### config.mk
export PLATFORM = sky130hd
export DESIGN_NAME = ca_row_renderer_flat
export DESIGN_NICKNAME = d
export VERILOG_FILES = /design/src/rtl/ca_row_renderer_if.sv /design/src/rtl/ca_row_renderer.sv /design/src/flat_wrapper.sv
export SDC_FILE = /design/constraint.sdc
export NUM_CORES = 2
export LEC_CHECK = 0
export BUFFER_PORTS_ARGS = -buffer_cell sky130_fd_sc_hd__buf_4
export CAP_MARGIN = 5
export CORE_MARGIN = 1.5
export CORE_UTILIZATION = 45
export CTS_BUF_LIST = sky130_fd_sc_hd__clkbuf_16
export CTS_CLUSTER_SIZE = 12
export DETAILED_ROUTE_END_ITERATION = 16
export GPL_TIMING_DRIVEN = 1
export PLACE_DENSITY = 0.62
export SLEW_MARGIN = 10
export SYNTH_ARGS = -nofsm -noshare
export SYNTH_HDL_FRONTEND = slang
export SYNTH_SLANG_ARGS = --single-unit
### constraint.sdc
create_clock -name clk -period 11.8 [get_ports clk]
set_input_delay 0.59 -clock clk [delete_from_list [all_inputs] [get_ports clk]]
set_output_delay 0.59 -clock clk [all_outputs]
set_load 0.01 [all_outputs]
### src/rtl/ca_row_renderer_if.sv
// ca_row_renderer_if
// Bundles the sync-generator timing inputs, the rule number and the
// registered VGA outputs of the cellular-automaton row renderer.
// master: sync generator / pixel source side; slave: the renderer.
interface ca_row_renderer_if;
    logic [9:0] CounterX;
    logic [9:0] CounterY;
    logic       inDisplayArea;
    logic       vga_h_sync_in;
    logic       vga_v_sync_in;
    logic [7:0] rule;
    logic       vga_r;
    logic       vga_g;
    logic       vga_b;
    logic       vga_h_sync;
    logic       vga_v_sync;

    modport master (
        output CounterX, CounterY, inDisplayArea, vga_h_sync_in, vga_v_sync_in, rule,
        input  vga_r, vga_g, vga_b, vga_h_sync, vga_v_sync
    );

    modport slave (
        input  CounterX, CounterY, inDisplayArea, vga_h_sync_in, vga_v_sync_in, rule,
        output vga_r, vga_g, vga_b, vga_h_sync, vga_v_sync
    );
endinterface

### src/rtl/ca_row_renderer.sv
// ca_row_renderer
// Renders a one-dimensional elementary cellular automaton on a VGA raster:
// display row y shows generation y, starting from a single live cell.
// While a line is scanned, the next generation is built one cell per clock
// alongside the pixel being shown; it replaces the current row at the end
// of the line.
// Optional feature: define CA_RULE_CYCLE_EN to step the rule number by one
// at every frame start (the rule port is then sampled only at reset).
module ca_row_renderer #(
    parameter logic [9:0] SEED_X = 10'd320,
    parameter int         ROW_W  = 640
) (
    input  logic              clk,
    input  logic              rst,
    ca_row_renderer_if.slave  bus
);

    localparam int                 IDX_W    = $clog2(ROW_W);
    localparam logic [9:0]         ROW_W_C  = 10'(ROW_W);
    localparam logic [IDX_W-1:0]   LAST_IDX = IDX_W'(ROW_W - 1);
    localparam logic [IDX_W-1:0]   ONE_IDX  = IDX_W'(1);
    localparam logic [ROW_W-1:0]   SEED_ROW = {{(ROW_W-1){1'b0}}, 1'b1} << SEED_X;

    // HOLD: after reset, keep showing the seed row and suppress row updates
    // until the first frame start. RUN: normal generation stepping.
    typedef enum logic {ST_HOLD, ST_RUN} state_t;

    state_t            state;
    state_t            state_next;
    logic              row_upd_en;

    logic [ROW_W-1:0]  cur;
    logic [ROW_W-1:0]  nxt;
    logic [7:0]        rule_q;

    logic              frame_start;
    logic              row_end;
    logic              col_valid;
    logic [9:0]        col;
    logic [IDX_W-1:0]  col_i;
    logic [IDX_W-1:0]  left_i;
    logic [IDX_W-1:0]  right_i;
    logic [2:0]        nbhd;
    logic              pix_p0;

    // The column under the beam lags CounterX by one (inDisplayArea is
    // registered upstream), so both the pixel and the next-generation cell
    // use x = CounterX-1. This also keeps the frame-start clock (CounterX==0)
    // free of any nxt write, so generation 1 is built from the fresh seed.
    assign frame_start = (bus.CounterX == 10'd0) && (bus.CounterY == 10'd0);
    assign row_end     = (bus.CounterX == 10'd799) && (bus.CounterY < 10'd479);
    assign col_valid   = (bus.CounterX != 10'd0) && (bus.CounterX <= ROW_W_C);
    assign col         = bus.CounterX - 10'd1;
    assign col_i       = col[IDX_W-1:0];
    assign left_i      = (col_i == '0) ? LAST_IDX : col_i - ONE_IDX;
    assign right_i     = (col_i == LAST_IDX) ? '0 : col_i + ONE_IDX;
    assign nbhd        = {cur[left_i], cur[col_i], cur[right_i]};
    assign pix_p0      = bus.inDisplayArea && col_valid && cur[col_i];

    // Control state register.
    always_ff @(posedge clk) begin
        if (rst) begin
            state <= ST_HOLD;
        end else begin
            state <= state_next;
        end
    end

    // Next state and row-update permission.
    always_comb begin
        state_next = state;
        row_upd_en = 1'b0;
        case (state)
            ST_HOLD: begin
                if (frame_start) begin
                    state_next = ST_RUN;
                end
            end
            ST_RUN: begin
                row_upd_en = 1'b1;
            end
            default: begin
                state_next = ST_HOLD;
            end
        endcase
    end

    // Generation storage: build nxt during the line, swap at line end;
    // a frame start reloads the seed and wins over any row update.
    always_ff @(posedge clk) begin
        if (rst) begin
            cur    <= SEED_ROW;
            nxt    <= '0;
            rule_q <= bus.rule;
        end else begin
            if (col_valid) begin
                nxt[col_i] <= rule_q[nbhd];
            end
            if (frame_start) begin
                cur <= SEED_ROW;
`ifdef CA_RULE_CYCLE_EN
                rule_q <= rule_q + 8'd1;
`else
                rule_q <= bus.rule;
`endif
            end else if (row_end && row_upd_en) begin
                cur <= nxt;
            end
        end
    end

    // Output stage: colour and syncs registered together so they stay aligned.
    always_ff @(posedge clk) begin
        if (rst) begin
            bus.vga_r      <= 1'b0;
            bus.vga_g      <= 1'b0;
            bus.vga_b      <= 1'b0;
            bus.vga_h_sync <= 1'b1;
            bus.vga_v_sync <= 1'b1;
        end else begin
            bus.vga_r      <= pix_p0;
            bus.vga_g      <= pix_p0;
            bus.vga_b      <= pix_p0;
            bus.vga_h_sync <= bus.vga_h_sync_in;
            bus.vga_v_sync <= bus.vga_v_sync_in;
        end
    end

endmodule

### src/flat_wrapper.sv
// flat-port wrapper written by rule: the top's interface ports become plain ports
module ca_row_renderer_flat 
#(
    parameter logic [9:0] SEED_X = 10'd320,
    parameter int         ROW_W  = 640
)
  (clk, rst, bus_CounterX, bus_CounterY, bus_inDisplayArea, bus_vga_h_sync_in, bus_vga_v_sync_in, bus_rule, bus_vga_r, bus_vga_g, bus_vga_b, bus_vga_h_sync, bus_vga_v_sync);
  ca_row_renderer_if bus_i ();
  input  logic clk;
  input  logic rst;
  input wire logic [$bits(bus_i.CounterX)-1:0] bus_CounterX;
  input wire logic [$bits(bus_i.CounterY)-1:0] bus_CounterY;
  input wire logic [$bits(bus_i.inDisplayArea)-1:0] bus_inDisplayArea;
  input wire logic [$bits(bus_i.vga_h_sync_in)-1:0] bus_vga_h_sync_in;
  input wire logic [$bits(bus_i.vga_v_sync_in)-1:0] bus_vga_v_sync_in;
  input wire logic [$bits(bus_i.rule)-1:0] bus_rule;
  output wire logic [$bits(bus_i.vga_r)-1:0] bus_vga_r;
  output wire logic [$bits(bus_i.vga_g)-1:0] bus_vga_g;
  output wire logic [$bits(bus_i.vga_b)-1:0] bus_vga_b;
  output wire logic [$bits(bus_i.vga_h_sync)-1:0] bus_vga_h_sync;
  output wire logic [$bits(bus_i.vga_v_sync)-1:0] bus_vga_v_sync;
  assign bus_i.CounterX = bus_CounterX;
  assign bus_i.CounterY = bus_CounterY;
  assign bus_i.inDisplayArea = bus_inDisplayArea;
  assign bus_i.vga_h_sync_in = bus_vga_h_sync_in;
  assign bus_i.vga_v_sync_in = bus_vga_v_sync_in;
  assign bus_i.rule = bus_rule;
  assign bus_vga_r = bus_i.vga_r;
  assign bus_vga_g = bus_i.vga_g;
  assign bus_vga_b = bus_i.vga_b;
  assign bus_vga_h_sync = bus_i.vga_h_sync;
  assign bus_vga_v_sync = bus_i.vga_v_sync;
  ca_row_renderer #(.SEED_X(SEED_X), .ROW_W(ROW_W)) u_core (.clk(clk), .rst(rst), .bus(bus_i));
endmodule
==> results.json <==
{
  "ant_nets": 0,
  "r2r-end": "u_core.nxt[327]$_SDFFE_PP0P_",
  "synthTopCellsByArea": "dfxtp_1, nand2_1, o21ai_2",
  "routedWlPerCell_microns": 34.6,
  "postCtsHoldBufs": 10,
  "synth_top_area_share": 0.379,
  "yosys_warnings": 0,
  "design.portCount": 38,
  "avgSynthCellArea_sq_um": 8.04,
  "clockPowerShare": 0.408,
  "cp.required_ps": 12470,
  "first_pass_iters": 10,
  "core_sq_um": 150000,
  "grt_max_degree": 219,
  "vias": 70478,
  "synthArstFlopShare": 0,
  "gr-total-overflow": 0,
  "setup_viol": 0,
  "reg2reg_from": "u_core.cur[3]$_SDFFE_PP0P_",
  "port_buffers": 37,
  "combPwrFrac": 0.163,
  "nets": 8135,
  "fin_skew_ps": 44.6,
  "clock_latency_ps": 820,
  "relSlewSlack": 0.0701,
  "finalCritPeriodShare": 0.697,
  "hold_viol_final": 0,
  "power_switching_w": 0.00316,
  "min_to": "u_core.state$_SDFF_PP0_",
  "htreeDepth": 4,
  "gp_congestion": 1.11,
  "die_h_microns": 391,
  "synth_flop_cell": "dfxtp_1",
  "min_path_type": "in -> reg",
  "rsz0062_at_grt": "false",
  "p_seq_frac": 0.428,
  "hp-start": "bus_CounterY[1]",
  "synth.distinct_cells": 105,
  "antenna_found_initial": 35,
  "dp_hpwl_microns": 231000,
  "area_growth_pct": 8.44,
  "drv_slew": 0,
  "holdPathStages": 5,
  "cts_setup_buffers": 0,
  "p_leak_nw": 23.3,
  "die-area_sq_um": 153000,
  "max_cap_viol_count": 0,
  "max_freq_mhz": 122,
  "fin_cells": 10221,
  "fin_util": 0.491,
  "max_slew.worst_pin.slew_ps": 1390,
  "cts.path.max_buffers": 3,
  "ir_drop_mv": 0.158,
  "swShare": 0.309,
  "cts_buffers": 139,
  "timing.critical_path.arrival_ps": 8900,
  "crit_fanout": 49,
  "synth_area_sq_um": 67900,
  "p_int_w": 0.00705,
  "cts_tree": "built",
  "drive_gt1_frac": 0.161,
  "path_class": "in -> reg",
  "synth-edff-count": 8,
  "yosysSeqAreaShare": 0.382,
  "grt_first_pass_wirelength_microns": 489000,
  "grt_pass1_vias": 63130,
  "clock-root-buffer": "clkbuf_16",
  "vias_per_cell": 6.90,
  "clkTransAtPathRegs_ps": 60,
  "synth_area_leader_cell": "dfxtp_1",
  "finalSetupTns_ps": 0,
  "endpoint_kind": "register",
  "dp_cells": 9962,
  "drt_iter0_drc": 11356,
  "yosys.cell_count.top_type": "nand2_1",
  "drc": 0,
  "initial_utilization": 0.453,
  "postSynthCellCount": 8443,
  "power_density_nw_per_um2": 139,
  "period_minus_slack_ps": 8220,
  "cp-start-kind": "input pin",
  "fp-row-count": 142,
  "reg2regPathDepth": 13,
  "stdcell_area_sq_um": 73600,
  "netlist_top_cells_count": "nand2_1, dfxtp_1, a21oi_1, nand3b_1, o21ai_2",
  "drt-total-wl_microns": 353000,
  "status": "complete, no violations",
  "cts.repair.resized": 0,
  "clock-sinks": 1292,
  "grt_use_total": 0.446,
  "ys_seq_elements": 1292,
  "syn_nets": 8481,
  "die_width_microns": 391,
  "r2r_slack_ps": 6350,
  "dpl_cell_area_sq_um": 69300
}
==> critical path, stage by stage <==
cell	delay, ps
buf_4	210
inv_1	140
ha_1	520
buf_4	350
or3b_1	720
nor3_2	420
o2bb2ai_2	290
o211a_4	750
nor2_4	270
buf_4	300
nor2_1	800
o21ai_0	290
a41oi_1	270
nand4_1	260
a41oi_1	630
a41oi_1	220
mux4_2	390
a2bb2oi_4	290
buf_12	350
buf_4	500
o21ai_2	120
==> state kept, by name, summed over array words and instances, names as in the netlist <==
name                   flops
u_core.cur               640
u_core.nxt               640
u_core.rule_q              8
u_core.bus.vga_h_sync      1
u_core.bus.vga_r           1
u_core.bus.vga_v_sync      1
u_core.state               1
==> cell families after synthesis <==
logic type      share of synthesized area
mux                                0.0572
flops                               0.382
simple gates                        0.249
xor+xnor                          0.00468
compound gates                      0.243
buf+inv                            0.0632
fa+ha+maj                        0.000922
==> layer usage <==
metal / track usage / up-vias / share of wire
met5: 0.00159 / - / 0.00052
met4: 0.274 / 26 / 0.072
met3: 0.144 / 1268 / 0.13
met2: 0.626 / 5191 / 0.41
met1: 0.590 / 34602 / 0.40
li1: - / 29391 / -
==> layout by cell type, fill, tap and decap left out, drive strengths merged, types with 15 or more instances in the layout <==
| master | count |
|---|---|
| nand3b | 640 |
| nor4 | 35 |
| o22ai | 174 |
| nor2b | 24 |
| a31oi | 61 |
| o21ai | 821 |
| a22oi | 16 |
| buf | 280 |
| a221oi | 41 |
| nand4 | 25 |
| diode | 18 |
| clkinv | 42 |
| o211ai | 51 |
| a211oi | 68 |
| a21oi | 821 |
| clkbuf | 141 |
| mux4 | 86 |
| dfxtp | 1284 |
| o221ai | 99 |
| a311oi | 16 |
| nor2 | 262 |
| a2111oi | 22 |
| o2111ai | 30 |
| mux2 | 40 |
| and3 | 29 |
| nand3 | 108 |
| or3 | 15 |
| nand2 | 2357 |
| nor3 | 94 |
| inv | 60 |
| xnor2 | 26 |
| mux2i | 149 |
==> area by class of cell <==
class / instances / area (sq um)
Sequential cell: 1292 / 25900
Clock buffer: 141 / 3530
Antenna cell: 18 / 45.0
Multi-Input combinational cell: 6354 / 38300
Inverter: 20 / 76.3
Clock inverter: 90 / 662
Fill cell: 14577 / 76200
Timing Repair Buffer: 290 / 2550
Tap cell: 2016 / 2520
==> worst max-delay path by stage <==
stage / from / endpoint / depth (start not counted)
2_1_floorplan: bus_CounterX[0] / u_core.nxt[512]$_SDFFE_PP0P_ / 26
3_3_place_gp: bus_CounterX[0] / u_core.nxt[393]$_SDFFE_PP0P_ / 21
3_5_place_dp: bus_CounterX[1] / u_core.nxt[327]$_SDFFE_PP0P_ / 21
4_1_cts: bus_CounterX[1] / u_core.nxt[327]$_SDFFE_PP0P_ / 21
5_1_grt: bus_CounterX[1] / u_core.nxt[327]$_SDFFE_PP0P_ / 21
6_report: bus_CounterX[1] / u_core.nxt[327]$_SDFFE_PP0P_ / 21
==> through the flow <==
stage | setup slack (ps) | hold WS, ps | total power (W)
after floorplan | 5100 | 436 | 0.00552
final | 3580 | 252 | 0.0102
after global routing | 3790 | 286 | 0.0104
after global placement | 3490 | 441 | 0.00603
after CTS | 4140 | 224 | 0.0101
after detailed placement | 3340 | 445 | 0.00603
==> power by group through the flow <==
stage	combinational, W	sequential (W)	clock, W
2_1_floorplan	0.00105	0.00447	0
3_3_place_gp	0.00156	0.00447	0
3_5_place_dp	0.00156	0.00447	0
4_1_cts	0.00156	0.00437	0.00420
5_1_grt	0.00165	0.00437	0.00436
6_report	0.00167	0.00437	0.00417
No activity file was read; power rests on OpenSTA's default activity.
